===== config.mk =====
export PLATFORM = sky130hd
export DESIGN_NAME = shifter_arbiter_flat
export DESIGN_NICKNAME = d
export VERILOG_FILES = /design/src/rtl/shifter_arbiter_if.sv /design/src/rtl/shifter_arbiter.sv /design/src/flat_wrapper.sv
export SDC_FILE = /design/constraint.sdc
export NUM_CORES = 1
export LEC_CHECK = 0
export BUFFER_PORTS_ARGS = -buffer_cell sky130_fd_sc_hd__buf_2
export CORE_ASPECT_RATIO = 0.5
export CORE_MARGIN = 2
export CORE_UTILIZATION = 40
export CTS_BUF_LIST = sky130_fd_sc_hd__clkbuf_8 sky130_fd_sc_hd__clkbuf_16
export DETAILED_ROUTE_END_ITERATION = 8
export HOLD_SLACK_MARGIN = 0.12
export SYNTH_ARGS = -nofsm -noshare
export SYNTH_HDL_FRONTEND = slang
export SYNTH_SLANG_ARGS = --single-unit

===== constraint.sdc =====
create_clock -name clk -period 6.1 [get_ports clk]
set_input_delay 0.915 -clock clk [delete_from_list [all_inputs] [get_ports clk]]
set_output_delay 0.915 -clock clk [all_outputs]
set_load 0.02 [all_outputs]

===== src/rtl/shifter_arbiter_if.sv =====
`timescale 1ns/1ps
`default_nettype none
// ============================================================================
// Module   : shifter_arbiter_if
// Brief    : Bundle of the two requester handshakes and the tagged response
//            channel around the shared shifter. The master modport is the
//            requester/consumer side. The slave modport is the arbiter side.
// Revision : 1.0  initial release
// ============================================================================
interface shifter_arbiter_if #(
  parameter int DATA_W = 16
);
  logic              req0_valid;
  logic              req0_ready;
  logic [DATA_W-1:0] req0_Rs;
  logic [3:0]        req0_Imm;
  logic [1:0]        req0_mode;

  logic              req1_valid;
  logic              req1_ready;
  logic [DATA_W-1:0] req1_Rs;
  logic [3:0]        req1_Imm;
  logic [1:0]        req1_mode;

  logic              resp_valid;
  logic              resp_ready;
  logic [DATA_W-1:0] resp_Rd;
  logic              resp_id;
  logic              resp_err;

  modport master (
    output req0_valid, req0_Rs, req0_Imm, req0_mode,
    output req1_valid, req1_Rs, req1_Imm, req1_mode,
    output resp_ready,
    input  req0_ready, req1_ready,
    input  resp_valid, resp_Rd, resp_id, resp_err
  );

  modport slave (
    input  req0_valid, req0_Rs, req0_Imm, req0_mode,
    input  req1_valid, req1_Rs, req1_Imm, req1_mode,
    input  resp_ready,
    output req0_ready, req1_ready,
    output resp_valid, resp_Rd, resp_id, resp_err
  );
endinterface
`default_nettype wire


===== src/rtl/shifter_arbiter.sv =====
`timescale 1ns/1ps
`default_nettype none
// ============================================================================
// Module   : shifter_arbiter
// Brief    : Shares one 16-bit SLL/SRA/ROR shifter between two requesters.
//            The arbiter grants in IDLE, latches the operands, and shifts
//            from registers for one cycle. It then holds a tagged result
//            until the consumer takes it.
// Config   : SHARB_RR_EN defined   -> round-robin tie-break (rr_last_q)
//            SHARB_RR_EN undefined -> fixed priority, req0 wins ties
// Revision : 1.0  initial release
// ============================================================================
module shifter_arbiter #(
  parameter int DATA_W      = 16,
  parameter bit BYPASS_ZERO = 1'b1
) (
  input  logic              clk,
  input  logic              rst_n,
  shifter_arbiter_if.slave  bus
);

  typedef enum logic [1:0] {
    ST_IDLE  = 2'b00,
    ST_SHIFT = 2'b01,
    ST_RESP  = 2'b10
  } state_t;

  localparam logic [4:0] c_rot_w   = 5'(DATA_W);
  localparam logic [1:0] c_mode_bad = 2'b11;

  state_t            state_q;
  logic [DATA_W-1:0] op_rs_q;
  logic [3:0]        op_imm_q;
  logic [1:0]        op_mode_q;
  logic              op_id_q;
  logic              resp_valid_q;
  logic [DATA_W-1:0] resp_rd_q;
  logic              resp_id_q;
  logic              resp_err_q;
`ifdef SHARB_RR_EN
  logic              rr_last_q;
`endif

  logic              grant_id;
  logic              grant_any;
  logic              idle_ok;
  logic [DATA_W-1:0] sel_rs;
  logic [3:0]        sel_imm;
  logic [1:0]        sel_mode;
  logic              sel_bypass;
  logic [DATA_W-1:0] sh_out;

  // Tie-break: either a rotating preference or a fixed preference for req0.
`ifdef SHARB_RR_EN
  assign grant_id  = bus.req1_valid & (~bus.req0_valid | ~rr_last_q);
`else
  assign grant_id  = bus.req1_valid & ~bus.req0_valid;
`endif
  assign grant_any = bus.req0_valid | bus.req1_valid;

  // While reset is held, the readies are forced low. This keeps every
  // output at zero even when a requester is already presenting valid.
  assign idle_ok        = (state_q == ST_IDLE) & rst_n;
  assign bus.req0_ready = idle_ok & bus.req0_valid & ~grant_id;
  assign bus.req1_ready = idle_ok & grant_id;

  assign sel_rs     = grant_id ? bus.req1_Rs   : bus.req0_Rs;
  assign sel_imm    = grant_id ? bus.req1_Imm  : bus.req0_Imm;
  assign sel_mode   = grant_id ? bus.req1_mode : bus.req0_mode;
  assign sel_bypass = BYPASS_ZERO && (sel_imm == 4'd0);

  // Shared combinational shifter, fed only from the latched operands.
  always_comb begin
    sh_out = op_rs_q;
    case (op_mode_q)
      2'b00:   sh_out = op_rs_q << op_imm_q;
      2'b01:   sh_out = $unsigned($signed(op_rs_q) >>> op_imm_q);
      2'b10:   sh_out = (op_rs_q >> op_imm_q) |
                        (op_rs_q << (c_rot_w - {1'b0, op_imm_q}));
      default: sh_out = op_rs_q;
    endcase
  end

  // Control FSM with registered operand latches and registered response outputs.
  always_ff @(posedge clk or negedge rst_n) begin
    if (!rst_n) begin
      state_q      <= ST_IDLE;
      op_rs_q      <= '0;
      op_imm_q     <= '0;
      op_mode_q    <= '0;
      op_id_q      <= 1'b0;
      resp_valid_q <= 1'b0;
      resp_rd_q    <= '0;
      resp_id_q    <= 1'b0;
      resp_err_q   <= 1'b0;
`ifdef SHARB_RR_EN
      rr_last_q    <= 1'b1;
`endif
    end else begin
      case (state_q)
        ST_IDLE: begin
          if (grant_any) begin
            op_rs_q   <= sel_rs;
            op_imm_q  <= sel_imm;
            op_mode_q <= sel_mode;
            op_id_q   <= grant_id;
`ifdef SHARB_RR_EN
            rr_last_q <= grant_id;
`endif
            if (sel_bypass) begin
              // A zero shift amount leaves the operand unchanged in every mode,
              // so the result can be returned without using the shifter.
              resp_rd_q    <= sel_rs;
              resp_id_q    <= grant_id;
              resp_err_q   <= (sel_mode == c_mode_bad);
              resp_valid_q <= 1'b1;
              state_q      <= ST_RESP;
            end else begin
              state_q      <= ST_SHIFT;
            end
          end
        end
        ST_SHIFT: begin
          resp_rd_q    <= sh_out;
          resp_id_q    <= op_id_q;
          resp_err_q   <= (op_mode_q == c_mode_bad);
          resp_valid_q <= 1'b1;
          state_q      <= ST_RESP;
        end
        ST_RESP: begin
          if (bus.resp_ready) begin
            resp_valid_q <= 1'b0;
            state_q      <= ST_IDLE;
          end
        end
        default: begin
          resp_valid_q <= 1'b0;
          state_q      <= ST_IDLE;
        end
      endcase
    end
  end

  assign bus.resp_valid = resp_valid_q;
  assign bus.resp_Rd    = resp_rd_q;
  assign bus.resp_id    = resp_id_q;
  assign bus.resp_err   = resp_err_q;

endmodule
`default_nettype wire

===== src/flat_wrapper.sv =====
// flat-port wrapper written by rule: the top's interface ports become plain ports
module shifter_arbiter_flat 
#(
  parameter int DATA_W      = 16,
  parameter bit BYPASS_ZERO = 1'b1
)
  (clk, rst_n, bus_req0_valid, bus_req0_Rs, bus_req0_Imm, bus_req0_mode, bus_req1_valid, bus_req1_Rs, bus_req1_Imm, bus_req1_mode, bus_resp_ready, bus_req0_ready, bus_req1_ready, bus_resp_valid, bus_resp_Rd, bus_resp_id, bus_resp_err);
  shifter_arbiter_if #(.DATA_W(DATA_W)) bus_i ();
  input  logic clk;
  input  logic rst_n;
  input wire logic [$bits(bus_i.req0_valid)-1:0] bus_req0_valid;
  input wire logic [$bits(bus_i.req0_Rs)-1:0] bus_req0_Rs;
  input wire logic [$bits(bus_i.req0_Imm)-1:0] bus_req0_Imm;
  input wire logic [$bits(bus_i.req0_mode)-1:0] bus_req0_mode;
  input wire logic [$bits(bus_i.req1_valid)-1:0] bus_req1_valid;
  input wire logic [$bits(bus_i.req1_Rs)-1:0] bus_req1_Rs;
  input wire logic [$bits(bus_i.req1_Imm)-1:0] bus_req1_Imm;
  input wire logic [$bits(bus_i.req1_mode)-1:0] bus_req1_mode;
  input wire logic [$bits(bus_i.resp_ready)-1:0] bus_resp_ready;
  output wire logic [$bits(bus_i.req0_ready)-1:0] bus_req0_ready;
  output wire logic [$bits(bus_i.req1_ready)-1:0] bus_req1_ready;
  output wire logic [$bits(bus_i.resp_valid)-1:0] bus_resp_valid;
  output wire logic [$bits(bus_i.resp_Rd)-1:0] bus_resp_Rd;
  output wire logic [$bits(bus_i.resp_id)-1:0] bus_resp_id;
  output wire logic [$bits(bus_i.resp_err)-1:0] bus_resp_err;
  assign bus_i.req0_valid = bus_req0_valid;
  assign bus_i.req0_Rs = bus_req0_Rs;
  assign bus_i.req0_Imm = bus_req0_Imm;
  assign bus_i.req0_mode = bus_req0_mode;
  assign bus_i.req1_valid = bus_req1_valid;
  assign bus_i.req1_Rs = bus_req1_Rs;
  assign bus_i.req1_Imm = bus_req1_Imm;
  assign bus_i.req1_mode = bus_req1_mode;
  assign bus_i.resp_ready = bus_resp_ready;
  assign bus_req0_ready = bus_i.req0_ready;
  assign bus_req1_ready = bus_i.req1_ready;
  assign bus_resp_valid = bus_i.resp_valid;
  assign bus_resp_Rd = bus_i.resp_Rd;
  assign bus_resp_id = bus_i.resp_id;
  assign bus_resp_err = bus_i.resp_err;
  shifter_arbiter #(.DATA_W(DATA_W), .BYPASS_ZERO(BYPASS_ZERO)) u_core (.clk(clk), .rst_n(rst_n), .bus(bus_i));
endmodule

==> metrics.md, run 1 <==
| Metric | Value |
|---|---|
| Ant. Diodes | 0 |
| Residual DRC | 0 |
| Cell variety after synth | 73 |
| Ys async rst share | 1.00 |
| Post-CTS Setup Inserts | 0 |
| Period utilization | 0.573 |
| Iteration-0 DRC count of the detailed router | 749 |
| M2 GR Usage | 0.446 |
| DIE AREA | 0.0131 sq mm |
| Status | complete, no violations |
| Hold Vio Cnt, Final | 0 |
| Pin count of the biggest net entering global routing | 54 |
| Minimum clock period | 3.50 ns |
| CP max FO | 22 |
| Skew final | 0.0134 ns |
| Hold_buf cts | 0 |
| Routed Antenna Nets | 0 |
| Starting Density | 0.411 |
| Max-Cap Viols | 0 |
| Setup CP Type | flip-flop to flip-flop |
| Most crowded layer after global routing | met2 |
| Dpl hpwl | 13200 um |
| Nets | 631 |
| Filler Cell Count | 1195 |
| RSZ-0062 raised after global routing | false |
| Mapped Area | 0.00485 sq mm |
| Initial antenna violation count | 0 |
| Most common cell in the netlist | nand2_1 |
| Cell area after layout | 0.00535 sq mm |
| Count of input and output buffers | 69 |
| P_leak | 2.20 nW |
| Final setup violation count | 0 |
| Worst hold path type | flip-flop to flip-flop |
| Synthesized area per cell | 8.69 sq um |
| GRT Util Overall | 0.292 |
| Sink Count | 44 |
| Root Buffer | clkbuf_16 |
| Synth top area share | 0.227 |
| Placer Congestion | 0.998 |
| Drt total wl | 18600 um |
| Clk Latency, worst-skew pair | 0.31 ns |
| Worst EP arrival | 3.68 ns |
| Mapped Cells | 558 |
| Critical path's slowest cell | ha_1 |
| Met1 usage | 0.400 |
| Vias per std cell | 6.68 |
| Vias post-DR | 4990 |
| Slowest stage delay, CP | 0.94 ns |
| Area of the multi-input gates | 0.00339 sq mm |
| Register bit total from synthesis | 44 |
| Power per cell area | 732 mW/mm^2 |
| Critical Path Start Type | flip-flop |
| Max Root-Sink Buffers | 2 |
| Area Overhead vs Synth | 10.2% |
| GR met3 Demand/Resource | 0.0737 |
| GRT overflow | 0 |
| Vias in the first global route | 4724 |
| Prevailing post-synth register cell | dfrtp_1 |
| Clock slew at reported path FFs | 0.06 ns |
| CTS tree | done |
| Register area share after synthesis | 0.227 |
| Cell type with the largest total area after synthesis | dfrtp_1 |
| Syn Nets | 608 |
| Total of warnings raised by yosys | 0 |
| Cells along the critical path | inv_1 -> ha_1 -> mux4_2 -> nand2_1 -> a21o_1 -> a32oi_1 -> a2111oi_0 -> buf_2 -> o21ai_1 |
| DP Area | 0.00517 sq mm |
| Setup TNS | 0 ns |
| DIE WIDTH | 160 um |
| H-tree levels | 2 |
| I/O pin count | 70 |
| Slew headroom | 0.350 |
| Final max-slew violation count | 0 |
| Layout cell share with drive strength beyond 1 | 0.254 |
| Peak supply drop | 0.319 mV |
| DR pass1 iterations | 5 |
| Height of the die | 81.9 um |
| Post-CTS sizing | 0 |
| Core area | 0.0118 sq mm |
| CTS Buf Count | 5 |
| FF/Latch Area | 0.00110 sq mm |
| First-pass GRT wire length | 28700 um |
| Worst slew pin tran | 0.975 ns |
| DR WL/cell | 24.9 um |
| Post-layout util | 0.453 |
| Post-synth top cells | nand2_1, mux2i_1, o21ai_0 |
| Post-synth EDFFs | 0 |
| Required time of the worst setup path | 6.28 ns |
| CP Capture Type | flip-flop |
| Num rows | 28 |
| Synth area leaders | dfrtp_1, mux4_2, mux2i_1 |
| Fmax | 0.286 GHz |
## flip-flops by register name (all words and copies together), names as in the netlist
name / count
u_core.state_q: 2
u_core.bus.resp_err: 1
u_core.op_mode_q: 2
u_core.bus.resp_id: 1
u_core.bus.resp_valid: 1
u_core.op_imm_q: 4
u_core.bus.resp_Rd: 16
u_core.op_id_q: 1
u_core.op_rs_q: 16
## where the power goes
group          switching, mW  internal (mW)
logic                   1.63           1.12
clock network          0.130          0.206
registers              0.391          0.433
## area by class of cell
cell class	count	area share
multi-input combinational	441	0.634
sequential	44	0.206
timing repair buffer	82	0.0824
tap	165	0.0386
clock buffer	6	0.0260
clock inverter	2	0.00726
inverter	7	0.00492
## routing by layer
metal	vias to the layer above	part of all wire
met5	-	0.0031
met4	2	0.030
met3	49	0.12
met2	357	0.42
met1	2415	0.43
li1	2167	-
## final timing paths
| check | cells after the start | startpoint | slack (ns) | endpoint |
|---|---|---|---|---|
| min in group asynchronous | 2 | rst_n | 0.70 | u_core.op_imm_q[0] |
| max in group asynchronous | 2 | rst_n | 4.96 | u_core.op_imm_q[1] |
| max | 9 | u_core.op_imm_q[1] | 2.60 | u_core.bus.resp_Rd[11] |
| max reg2reg | 9 | u_core.op_imm_q[1] | 2.60 | u_core.bus.resp_Rd[11] |
| min reg2reg | 2 | u_core.bus.resp_valid | 0.48 | u_core.bus.resp_valid |
| min | 2 | u_core.bus.resp_valid | 0.48 | u_core.bus.resp_valid |
## worst max-delay path, delay by kind of cell, from the launching register on
| family | cells | cell delay [ns] |
|---|---|---|
| adder cells (fa/ha/maj) | 1 | 0.94 |
| flip-flops | 1 | 0.66 |
| multiplexers | 1 | 0.59 |
| buffers and inverters | 2 | 0.40 |
| AND/OR/NAND/NOR | 1 | 0.08 |
| AO/OA/AOI/OAI | 4 | 0.71 |
## through the flow
step / power, mW / hold slack, ns / setup WS (ns) / cells
global placement: 3.47 / 0.473 / 1.98 / 738
global route: 4.11 / 0.524 / 2.43 / 747
floorplan: 2.72 / 0.491 / 3.47 / 558
detailed placement: 3.45 / 0.460 / 2.66 / 739
finish: 3.91 / 0.484 / 2.60 / 747
CTS: 3.81 / 0.486 / 2.63 / 747
## logic make-up after synthesis
group                      share of synthesized area
AOI/OAI and AO/OA                              0.237
DFF                                            0.227
adders and majority gates                    0.00258
buffers and inverters                         0.0743
muxes                                          0.298
xor gates and xnor gates                     0.00542
and+or+nand+nor                                0.155
## placed cells by master, fill, tap and decap left out, types with 5 or more instances in the layout
cell       count
buf_2         70
nand2_1       60
mux2i_1       59
o21ai_0       58
dfrtp_1       42
nor2_1        33
mux4_2        31
a21oi_1       25
nand3_1       12
buf_4         12
nand2b_1      11
a211oi_1      10
nor3_1        10
mux2_2         9
o211ai_1       9
a31oi_1        8
o22ai_1        8
o221ai_1       7
inv_1          6
nor2b_1        6
o21ai_1        6
clkbuf_16      5
(Power assumes the default switching activity.)
==> run 2: changes to the inputs <==
==> constraint.sdc (replaced) <==
create_clock -name clk -period 3.5 [get_ports clk]
set_input_delay 0.525 -clock clk [delete_from_list [all_inputs] [get_ports clk]]
set_output_delay 0.525 -clock clk [all_outputs]
set_load 0.02 [all_outputs]
==> run 2 against run 1 <==
Compared with the run above:
- via count up 0.54%
- global-route usage up 0.75 points
- final cell count is 1.7% higher
- critical path type unchanged
- highest routed layer is now met4
==> metrics.md, run 2 (synthesis results as in run 1) <==
| Metric | Value |
|---|---|
| Status | complete, no violations |
| Fin cells | 760 |
| Core area | 0.0118 sq mm |
| Num rows | 28 |
| Slew headroom | 0.415 |
| Vias in the first global route | 4752 |
| Cells after DPL | 753 |
| GRT Util Overall | 0.299 |
| Height of the die | 81.9 um |
| DR pass1 iterations | 6 |
| CP max FO | 15 |
| Dpl hpwl | 14000 um |
| Post-CTS Setup Inserts | 0 |
| Pin count of the biggest net entering global routing | 45 |
| H-tree levels | 2 |
| Hold_buf cts | 0 |
| FF-to-FF path depth | 8 |
| Sink Count | 44 |
| Root Buffer | clkbuf_16 |
| Skew final | 0.00551 ns |
| CTS tree | done |
| Critical Path Start Type | flip-flop |
| Ant. Diodes | 0 |
| R2R Setup Slk | 0.50 ns |
| Vias per std cell | 6.60 |
| Filler Cell Count | 1170 |
| Minimum clock period | 3.00 ns |
| Routed Antenna Nets | 0 |
| RSZ-0062 raised after global routing | false |
| DR WL/cell | 25.3 um |
| DIE AREA | 0.0131 sq mm |
| Post-CTS sizing | 0 |
| Drt total wl | 19200 um |
| Initial antenna violation count | 0 |
| Placer Congestion | 1.00 |
| Setup CP Type | flip-flop to flip-flop |
| First-pass GRT wire length | 29300 um |
| Required time of the worst setup path | 3.64 ns |
| Max-Cap Viols | 0 |
| Iteration-0 DRC count of the detailed router | 657 |
| Layout cell share with drive strength beyond 1 | 0.271 |
| Nets | 645 |
| CP endpoint | u_core.bus.resp_Rd[9] |
| DIE WIDTH | 160 um |
| Setup TNS | 0 ns |
| Commonest non-fill, non-tap cell in the layout | buf_2 |
| RR Startpoint | u_core.op_imm_q[0] |
| Clk Latency, worst-skew pair | 0.29 ns |
| Worst EP arrival | 3.14 ns |
| CP Capture Type | flip-flop |
| I/O pin count | 70 |
| GRT overflow | 0 |
| Area Overhead vs Synth | 11.6% |
| Worst slew pin tran | 0.878 ns |
| Period utilization | 0.858 |
| Final max-slew violation count | 0 |
| Starting Density | 0.411 |
| Reg-to-reg endpoint | u_core.bus.resp_Rd[9] |
| Worst hold path type | primary input to asynchronous set/reset pin |
| Clock slew at reported path FFs | 0.07 ns |
| Critical Path Start | u_core.op_imm_q[0] |
| Final setup violation count | 0 |
| Fmax | 0.333 GHz |
| Count of input and output buffers | 69 |
| Vias post-DR | 5017 |
| Hold Vio Cnt, Final | 0 |
| Max Root-Sink Buffers | 2 |
| Most frequent cells in the layout | buf_2, nand2_1, mux2i_1 |
| Residual DRC | 0 |
| CTS Buf Count | 5 |
## run 2: cell types whose count changed in the layout (fill, tap and decap cells not counted), sizes merged
cell | before | now
buf | 82 | 96
bufinv | 1 | 0
clkbuf | 6 | 5
clkinvlp | 0 | 1
## run 2: cell type report
type                    instances  area (sq um)  share of cell area
multi-input cells             441          3390               0.626
flip-flops and latches         44          1100               0.204
repair buffers                 96           548               0.101
well taps                     165           206              0.0381
clock buffers                   5           125              0.0231
inverters                       7          26.3             0.00485
clock inverters                 2          12.5             0.00231
## run 2: layer usage
metal	vias to the layer above	routed length [um]	GRT usage
li1	2205	-	-
met1	2421	8490	0.426
met2	347	8000	0.469
met3	44	2340	0.0611
met4	0	374	0.0736
met5	-	0	0
## run 2: worst max-delay path, cell delays in order (launching register included)
cell and delay [ns]:
dfrtp_2 0.36, inv_1 0.05, ha_1 0.51, buf_4 0.30
mux4_2 0.36, mux2i_1 0.25, o31ai_1 0.11, a2111oi_1 0.73
o21ai_1 0.18
## run 2: worst min-delay path by stage
stage / slack (ns) / depth (start not counted) / to / start
6_report: 0.39 / 2 / u_core.op_rs_q[1] / rst_n
5_1_grt: 0.44 / 2 / u_core.op_imm_q[3] / rst_n
4_1_cts: 0.41 / 2 / u_core.op_imm_q[3] / rst_n
3_5_place_dp: 0.47 / 2 / u_core.bus.resp_id / u_core.bus.resp_id
3_3_place_gp: 0.47 / 2 / u_core.bus.resp_valid / u_core.bus.resp_valid
2_1_floorplan: 0.23 / 0 / u_core.bus.resp_Rd[0] / rst_n
## run 2: stage by stage
step | hold slack, ns | setup WS (ns) | instance area (sq um) | utilization
after floorplan | 0.229 | 0.870 | 4850 | -
after global placement | 0.472 | 0.593 | 5280 | 0.447
after detailed placement | 0.470 | 0.610 | 5280 | 0.447
after CTS | 0.408 | 0.571 | 5410 | 0.458
after global routing | 0.442 | 0.394 | 5410 | 0.458
final | 0.392 | 0.496 | 5410 | 0.458
Power of run 2 is left out: the tool's default activity adds up to more than one toggle a clock period on the data nets, which glitch-free logic cannot reach.
==> run 3: changes to the inputs <==
--- a/config.mk
+++ b/config.mk
@@ -8,10 +8,11 @@
 export BUFFER_PORTS_ARGS = -buffer_cell sky130_fd_sc_hd__buf_2
 export CORE_ASPECT_RATIO = 0.5
 export CORE_MARGIN = 2
-export CORE_UTILIZATION = 40
+export CORE_UTILIZATION = 59
 export CTS_BUF_LIST = sky130_fd_sc_hd__clkbuf_8 sky130_fd_sc_hd__clkbuf_16
 export DETAILED_ROUTE_END_ITERATION = 8
 export HOLD_SLACK_MARGIN = 0.12
+export PLACE_DENSITY = 0.82
 export SYNTH_ARGS = -nofsm -noshare
 export SYNTH_HDL_FRONTEND = slang
 export SYNTH_SLANG_ARGS = --single-unit
==> run 3 against run 2 <==
Compared with the run above:
- sequential share of layout area increased by 0.085 points
- die area decreased by 31%
- critical path depth decreased by 1
- clock skew increased by 0.0034 ns
- global-route usage increased by 11 points
- wire length decreased by 5.3%
- via count increased by 2.8%
==> metrics.md, run 3 (synthesis results as in run 1) <==
| Metric | Value |
|---|---|
| Status | complete, no violations |
| I/O pin count | 70 |
| H-tree levels | 2 |
| Hold Vio Cnt, Final | 0 |
| Required time of the worst setup path | 3.65 ns |
| Clock slew at reported path FFs | 0.07 ns |
| CP max FO | 19 |
| Slowest stage delay, CP | 0.64 ns |
| Commonest non-fill, non-tap cell in the layout | buf_2 |
| CTS Buf Count | 5 |
| DIE AREA | 0.00900 sq mm |
| Hold_buf cts | 0 |
| Height of the die | 68.1 um |
| Critical Path Start Type | flip-flop |
| Sink Count | 44 |
| Core area | 0.00800 sq mm |
| Area Overhead vs Synth | 11.2% |
| RSZ-0062 raised after global routing | false |
| Routed Antenna Nets | 0 |
| Starting Density | 0.606 |
| Period utilization | 0.900 |
| Post-CTS sizing | 0 |
| GRT overflow | 0 |
| Iteration-0 DRC count of the detailed router | 916 |
| Critical path's slowest cell | a2111oi_1 |
| Placer Congestion | 1.03 |
| Num rows | 23 |
| Skew final | 0.00892 ns |
| Most frequent cells in the layout | buf_2, nand2_1, mux2i_1 |
| Crit path top cell by count | buf_4 |
| Setup CP Type | flip-flop to flip-flop |
| Worst slew pin tran | 0.936 ns |
| Max Root-Sink Buffers | 2 |
| Vias in the first global route | 4715 |
| Worst path bufs/invs | 2 |
| Fmax | 0.317 GHz |
| Vias post-DR | 5158 |
| Worst EP arrival | 3.30 ns |
| Delay-heaviest family, CP | compound AO/OA/AOI/OAI gates |
| Pin count of the biggest net entering global routing | 54 |
| Count of input and output buffers | 69 |
| Cells along the critical path | buf_4 -> nor3_1 -> mux2i_1 -> buf_4 -> o31ai_1 -> a2111oi_1 -> o21ai_1 |
| Setup TNS | 0 ns |
| Post-layout util | 0.674 |
| DIE WIDTH | 132 um |
| Clk Latency, worst-skew pair | 0.30 ns |
| Final setup violation count | 0 |
| Ant. Diodes | 0 |
| Slew headroom | 0.376 |
| Nets | 643 |
| CP Capture Type | flip-flop |
| Layout cell share with drive strength beyond 1 | 0.269 |
| DR pass1 iterations | 7 |
| Max-Cap Viols | 0 |
| Post-CTS Setup Inserts | 0 |
| Root Buffer | clkbuf_16 |
| Initial antenna violation count | 0 |
| First-pass GRT wire length | 27600 um |
| DR WL/cell | 25.8 um |
| Final max-slew violation count | 0 |
| CTS tree | done |
| Drt total wl | 18200 um |
| Dpl hpwl | 13200 um |
| Residual DRC | 0 |
| Minimum clock period | 3.15 ns |
| Vias per std cell | 7.31 |
| Worst hold path type | primary input to asynchronous set/reset pin |
| GRT Util Overall | 0.413 |
-- run 3: cell types whose count changed in the layout (fill, tap and decap cells not counted) --
cell       previous run  this run
buf_12                0         2
inv_6                 0         1
clkinv_2              1         0
bufinv_16             0         1
buf_4                27        23
-- run 3: metrics by stage --
step	area [sq um]	cells	worst slack [ns]	hold WS, ns
CTS	5390	706	0.528	0.380
floorplan	4850	558	0.870	0.229
global placement	5220	698	0.522	0.464
detailed placement	5220	698	0.566	0.469
finish	5390	706	0.349	0.350
global route	5390	706	0.208	0.415
-- run 3: path summary, 6_finish.rpt --
path / start / to / slack, ns / depth (start not counted)
worst max register to register: u_core.op_imm_q[1] / u_core.bus.resp_Rd[9] / 0.35 / 7
max in group asynchronous: rst_n / u_core.op_imm_q[1] / 2.72 / 2
worst max-delay path: u_core.op_imm_q[1] / u_core.bus.resp_Rd[9] / 0.35 / 7
worst min-delay path: rst_n / u_core.op_rs_q[0] / 0.35 / 2
worst min register to register: u_core.bus.resp_id / u_core.bus.resp_id / 0.49 / 2
min in group clk: u_core.bus.resp_id / u_core.bus.resp_id / 0.49 / 2
-- run 3: routing by layer --
| layer | up-vias | track usage | wire, um |
|---|---|---|---|
| li1 | 2194 | - | - |
| met1 | 2416 | 0.554 | 7070 |
| met2 | 480 | 0.598 | 7210 |
| met3 | 68 | 0.184 | 3270 |
| met4 | 0 | 0.141 | 644 |
| met5 | - | 0 | 0 |
-- run 3: final cells by class --
class                      count  area, sq um
timing repair buffer          94          558
inverter                       7         26.3
clock inverter                 3         46.3
fill                         695         2610
multi-input combinational    441         3390
tap                          112          140
clock buffer                   5          125
sequential                    44         1100
-- run 3: worst register-to-register path: cells and delay by family, from the launching register on --
kind                   cells  cell delay (ns)
multiplexers               1             0.60
flip-flops                 1             0.49
buffers and inverters      2             0.52
AO/OA/AOI/OAI              3             0.90
AND/OR/NAND/NOR            1             0.50
Power of run 3 is left out for the same reason.
